$ cat config.mk
export PLATFORM = sky130hd
export DESIGN_NAME = irq_port_hub
export DESIGN_NICKNAME = d
export VERILOG_FILES = /design/src/rtl/irq_port_hub.sv
export SDC_FILE = /design/constraint.sdc
export NUM_CORES = 1
export LEC_CHECK = 0
export CAP_MARGIN = 30
export CORE_ASPECT_RATIO = 0.9
export CORE_MARGIN = 1.5
export CORE_UTILIZATION = 31
export CTS_CLUSTER_SIZE = 16
export DETAILED_ROUTE_END_ITERATION = 16
export PLACE_DENSITY = 0.67
export SLEW_MARGIN = 30
export SYNTH_ARGS = -nofsm -noshare
export SYNTH_HDL_FRONTEND = slang
export SYNTH_SLANG_ARGS = --single-unit
$ cat constraint.sdc
create_clock -name clock -period 4 [get_ports clock]
set_input_delay 0.4 -clock clock [delete_from_list [all_inputs] [get_ports clock]]
set_output_delay 0.4 -clock clock [all_outputs]
set_load 0.005 [all_outputs]
$ cat src/rtl/irq_port_hub.sv
// Interrupt and port-register hub: latches peripheral request edges, masks and prioritises
// them, drives intr to the 8080 core and supplies an RST opcode on acknowledge.
module irq_port_hub #(
  parameter int         CHANNELS  = 4,
  parameter logic [7:0] PORT_BASE = 8'h10,
  parameter int         RST_BASE  = 1
) (
  input  logic                clock,
  input  logic                reset,
  input  logic [CHANNELS-1:0] irq_req,
  input  logic [7:0]          port_a,
  input  logic [7:0]          port_o,
  input  logic                port_we,
  input  logic                port_rd,
  output logic [7:0]          port_i,
  output logic                port_hit,
  input  logic                iff1,
  output logic                intr,
  input  logic                inta,
  output logic [7:0]          vector,
  output logic [CHANNELS-1:0] in_service
);

  localparam int CW = CHANNELS;

  if (CHANNELS < 1 || CHANNELS > 8 || RST_BASE < 0 || RST_BASE + CHANNELS > 8) begin : g_bad_cfg
    $error("irq_port_hub: CHANNELS must be 1..8 and RST_BASE+CHANNELS must not exceed 8");
  end

  function automatic logic [CW-1:0] lowest_one(input logic [CW-1:0] v);
    return v & (~v + CW'(1));
  endfunction

  function automatic logic [7:0] rst_opcode(input logic [2:0] idx);
    logic [2:0] n;
    n = 3'(RST_BASE) + idx;
    return 8'hC7 | {2'b00, n, 3'b000};
  endfunction

  logic [CW-1:0] req_sync_p0, req_sync_p1, req_prev_p2, req_edge;
  logic [CW-1:0] mask_q, pend_q, isr_q, mask_d, pend_d, isr_d;
  logic [1:0]    ctrl_q, ctrl_d;
  logic [7:0]    vector_q, vector_d, rd_mux;
  logic          intr_q, intr_d;
  logic [8:0]    addr_diff;
  logic [1:0]    reg_off;
  logic          wr_en, ack_ok;
  logic [CW-1:0] isr_low, prio_mask, elig, elig_low;
  logic [2:0]    elig_idx;
  logic [8:0]    unused_bits;

  // Read strobe has no side effects; upper write-data bits are ignored for narrow hubs.
  assign unused_bits = {port_rd, port_o};

  // A 9-bit difference keeps addresses below PORT_BASE from wrapping into the window.
  assign addr_diff = {1'b0, port_a} - {1'b0, PORT_BASE};
  assign port_hit  = (addr_diff < 9'd4);
  assign reg_off   = addr_diff[1:0];
  assign wr_en     = port_we & port_hit;
  assign req_edge  = req_sync_p1 & ~req_prev_p2;

  always_comb begin
    isr_low   = lowest_one(isr_q);
    prio_mask = (isr_q == '0) ? '1 : (isr_low - CW'(1));
    elig      = pend_q & mask_q & prio_mask;
    elig_low  = lowest_one(elig);
    ack_ok    = inta & (elig != '0);
    elig_idx  = 3'd0;
    for (int i = CW - 1; i >= 0; i--) begin
      if (elig[i]) elig_idx = 3'(i);
    end
  end

  always_comb begin
    mask_d   = mask_q;
    pend_d   = pend_q;
    isr_d    = isr_q;
    ctrl_d   = ctrl_q;
    vector_d = vector_q;
    intr_d   = ctrl_q[0] & iff1 & (elig != '0);
    if (wr_en) begin
      case (reg_off)
        2'd0:    mask_d = port_o[CW-1:0];
        2'd1:    pend_d = pend_q & ~port_o[CW-1:0];
        2'd2:    isr_d  = isr_q & ~isr_low;
        default: ctrl_d = port_o[1:0];
      endcase
    end
    if (inta) vector_d = ack_ok ? rst_opcode(elig_idx) : 8'hFF;
    if (ack_ok) begin
      pend_d = pend_d & ~elig_low;
      if (!ctrl_q[1]) isr_d = isr_d | elig_low;
    end
    // A fresh edge outranks any clear landing in the same cycle.
    pend_d = pend_d | req_edge;
  end

  always_comb begin
    rd_mux = 8'h00;
    case (reg_off)
      2'd0:    rd_mux[CW-1:0] = mask_q;
      2'd1:    rd_mux[CW-1:0] = pend_q;
      2'd2:    rd_mux[CW-1:0] = isr_q;
      default: rd_mux[1:0]    = ctrl_q;
    endcase
    port_i = port_hit ? rd_mux : 8'hFF;
  end

  // Stage p0..p2: request synchroniser and edge-history flops
  always_ff @(posedge clock or posedge reset) begin
    if (reset) begin
      req_sync_p0 <= '0;
      req_sync_p1 <= '0;
      req_prev_p2 <= '0;
    end else begin
      req_sync_p0 <= irq_req;
      req_sync_p1 <= req_sync_p0;
      req_prev_p2 <= req_sync_p1;
    end
  end

  // Register file, vector and intr state
  always_ff @(posedge clock or posedge reset) begin
    if (reset) begin
      mask_q   <= '0;
      pend_q   <= '0;
      isr_q    <= '0;
      ctrl_q   <= 2'b00;
      vector_q <= 8'hFF;
      intr_q   <= 1'b0;
    end else begin
      mask_q   <= mask_d;
      pend_q   <= pend_d;
      isr_q    <= isr_d;
      ctrl_q   <= ctrl_d;
      vector_q <= vector_d;
      intr_q   <= intr_d;
    end
  end

  assign intr       = intr_q;
  assign vector     = vector_q;
  assign in_service = isr_q;

endmodule

==> impl_metrics.env <==
export IMPL_yosysWarnings=0
export IMPL_run_status="completed"
export IMPL_cp_arrival_ns=2.52
export IMPL_rsz0062_at_grt="no"
export IMPL_ys_types=37
export IMPL_drive_gt1_frac=0.1411
export IMPL_clk_latency_ns=0.28
export IMPL_synth_commonest_cells="dfrtp_1, buf_4, a21oi_1, inv_1, nand3_1"
export IMPL_synth_area_leader_cell="dfrtp_1"
export IMPL_hold_buffers=0
export IMPL_finalHoldViolCount=0
export IMPL_finalCritPeriodShare=0.7306
export IMPL_syn_inst=127
export IMPL_vias=1094
export IMPL_dp_hpwl_mm=2.268
export IMPL_finClkSkew_ns=0.005548
export IMPL_worstHoldEndpoint="req_sync_p1[3]$_DFF_PP0_"
export IMPL_fill_cells=424
export IMPL_crit_type="primary input to output port"
export IMPL_reg2reg_from="in_service[0]$_DFF_PP0_"
export IMPL_fmax_mhz=342.2
export IMPL_routed_via_density=4.862
export IMPL_syn_avg_cell_area_um2=11.43
export IMPL_crit_path_start_kind="primary input"
export IMPL_rows=23
export IMPL_synth_edf_count=0
export IMPL_die_h_um=67.92
export IMPL_diodes=0
export IMPL_r2r_end="vector[4]$_DFFE_PP1P_"
export IMPL_synthToLayoutAreaGrowth_pct=33.53
export IMPL_dieArea_um2=5102
export IMPL_yosysSeqAreaShare=0.5198
export IMPL_die_w_um=75.13
export IMPL_drcViolationCount=0
export IMPL_tns_ns=0
export IMPL_maxSlewViolCount=0
export IMPL_switchingPower_mw=0.2141
export IMPL_grt_pass1_wl_mm=4.795
export IMPL_antenna_found_initial=0
export IMPL_drtIter0Drc=48
export IMPL_ant_nets=0
export IMPL_first_global_vias=1040
export IMPL_ioPinCount=48
export IMPL_synth_area_leaders="dfrtp_1, dfstp_2, buf_4"
export IMPL_vdd_drop_max_mv=0.2441
export IMPL_maxCapViolCount=0
export IMPL_cellPowerDensity_nw_per_um2=429.4
export IMPL_ys_ff_latch=30
export IMPL_htreeDepth=2
export IMPL_setup_viol_count_final=0
export IMPL_fin_area_um2=1938
export IMPL_ff2ff_setup_slack_ns=2.10
export IMPL_tightest_slew_ns=0.5976
export IMPL_sw_frac_of_total=0.2572
export IMPL_leakage_nw=0.8267
export IMPL_holdPathStages=0
export IMPL_grt_usage=0.1316
export IMPL_cts_made_buffers=5
export IMPL_reg2reg_depth=6
export IMPL_synthFlopType="dfrtp_1"
export IMPL_yosys_area_top_type_share=0.4655
export IMPL_gp_congestion=0.8121
export IMPL_cts_max_path_buffers=2
export IMPL_p_seq_frac=0.469
export IMPL_dr_pass1_iters=4
export IMPL_min_from="req_sync_p0[3]$_DFF_PP0_"
export IMPL_core_area_um2=4489
export IMPL_post_cts_buffers=0
export IMPL_placed_area_um2=1828
export IMPL_wl_per_cell_um=13.24
export IMPL_cts_tree="done"
export IMPL_critPathRequiredTime_ns=3.60
export IMPL_p_comb_frac=0.197
export IMPL_netlist_area_um2=1451
export IMPL_root_buffer="clkbuf_8"
export IMPL_intPower_mw=0.6182
export IMPL_pwr_share_clk=0.334
export IMPL_cts_resized=0
export IMPL_fin_nets=190
export IMPL_grt_ovfl_total=0
export IMPL_period_minus_slack_ns=2.922
export IMPL_critPathMaxFanout=9
export IMPL_end_kind="output port"
export IMPL_relSlewSlack=0.6010
export IMPL_portBuffers=37
export IMPL_post_synth_top_count_cell="dfrtp_1"
export IMPL_wl_mm=2.978
export IMPL_start_util=0.3233
export IMPL_async_flop_share=1.000
export IMPL_clk_pin_slew_ns=0.06
export IMPL_cts_sinks=30
export IMPL_min_delay_path_class="register to register"
export IMPL_grt_max_degree=31
-- layer usage --
metal  up-vias  GRT usage  share of wire
met1       524     0.1606           0.40
met3         5    0.05449          0.084
met2        53     0.2002           0.50
met5         -          0              0
li1        512          -              -
met4         0    0.06591          0.017
-- sequential cells by signal (all words and copies together), names as in the netlist --
| name | flops |
|---|---|
| in_service | 4 |
| mask_q | 4 |
| pend_q | 4 |
| req_prev_p2 | 4 |
| req_sync_p0 | 4 |
| req_sync_p1 | 4 |
| vector | 3 |
| ctrl_q | 2 |
| intr | 1 |
-- placed cells by master, fill, tap and decap left out, types with 3 or more instances in the layout --
cell type / instances
and3b_1: 4
nand3b_1: 3
o31ai_1: 3
dfstp_2: 3
nand3_1: 7
o21ai_0: 5
a32o_1: 3
conb_1: 5
inv_1: 6
a21oi_1: 7
clkbuf_8: 8
dfrtp_1: 27
mux2_4: 4
clkdlybuf4s50_1: 37
nor2_1: 6
nand2_1: 5
-- layout make-up --
type | instances | area, µm² | share of cell area
Clock buffer | 8 | 110.1 | 0.05681
Tap cell | 62 | 77.57 | 0.04003
Multi-Input combinational cell | 80 | 593.1 | 0.3060
Timing Repair Buffer | 37 | 370.4 | 0.1911
Sequential cell | 30 | 754.5 | 0.3893
Inverter | 8 | 32.53 | 0.01679
-- how the worst max path moves through the flow --
stage | from | to | slack (ns) | cells after the start
after CTS | port_a[4] | port_i[0] | 1.07 | 7
after global routing | port_a[4] | port_i[1] | 0.97 | 7
final | port_a[4] | port_i[0] | 1.08 | 7
after global placement | port_a[4] | port_i[1] | 1.16 | 7
after detailed placement | port_a[4] | port_i[1] | 1.08 | 7
after floorplan | port_a[4] | mask_q[0]$_DFFE_PP0P_ | 1.89 | 8
-- through the flow --
step	hold slack [ns]	cells	utilization	setup WS (ns)	total power, mW
detailed placement	0.3356	217	0.4072	1.078	0.5582
global route	0.3563	225	0.4317	0.9670	0.8773
CTS	0.3491	225	0.4317	1.073	0.8437
global placement	0.3325	217	0.4072	1.156	0.5535
finish	0.3469	225	0.4317	1.078	0.8323
floorplan	0.3312	131	-	1.890	0.4709
-- logic make-up after synthesis --
logic type | Yosys count | synth area share
fa+ha+maj | 2 | 0.01724
buf+inv | 21 | 0.08190
mux | 10 | 0.1017
xor+xnor | 1 | 0.006036
compound gates | 22 | 0.09827
other cells | 1 | 0.002584
simple gates | 40 | 0.1724
flops | 30 | 0.5198
-- power by group through the flow --
| stage | Clock (mW) | Sequential [mW] | Combinational [mW] |
|---|---|---|---|
| floorplan | 0 | 0.377 | 0.0942 |
| global placement | 0 | 0.393 | 0.160 |
| detailed placement | 0 | 0.394 | 0.164 |
| CTS | 0.289 | 0.390 | 0.165 |
| global route | 0.301 | 0.397 | 0.179 |
| finish | 0.278 | 0.390 | 0.164 |
-- worst max-delay path, stage by stage --
cell             delay [ns]
clkdlybuf4s50_1        0.47
inv_1                  0.04
ha_1                   0.26
nor2b_1                0.20
and3_1                 0.44
or2b_1                 0.27
clkdlybuf4s50_1        0.44
No activity file was read; power rests on OpenSTA's default activity.
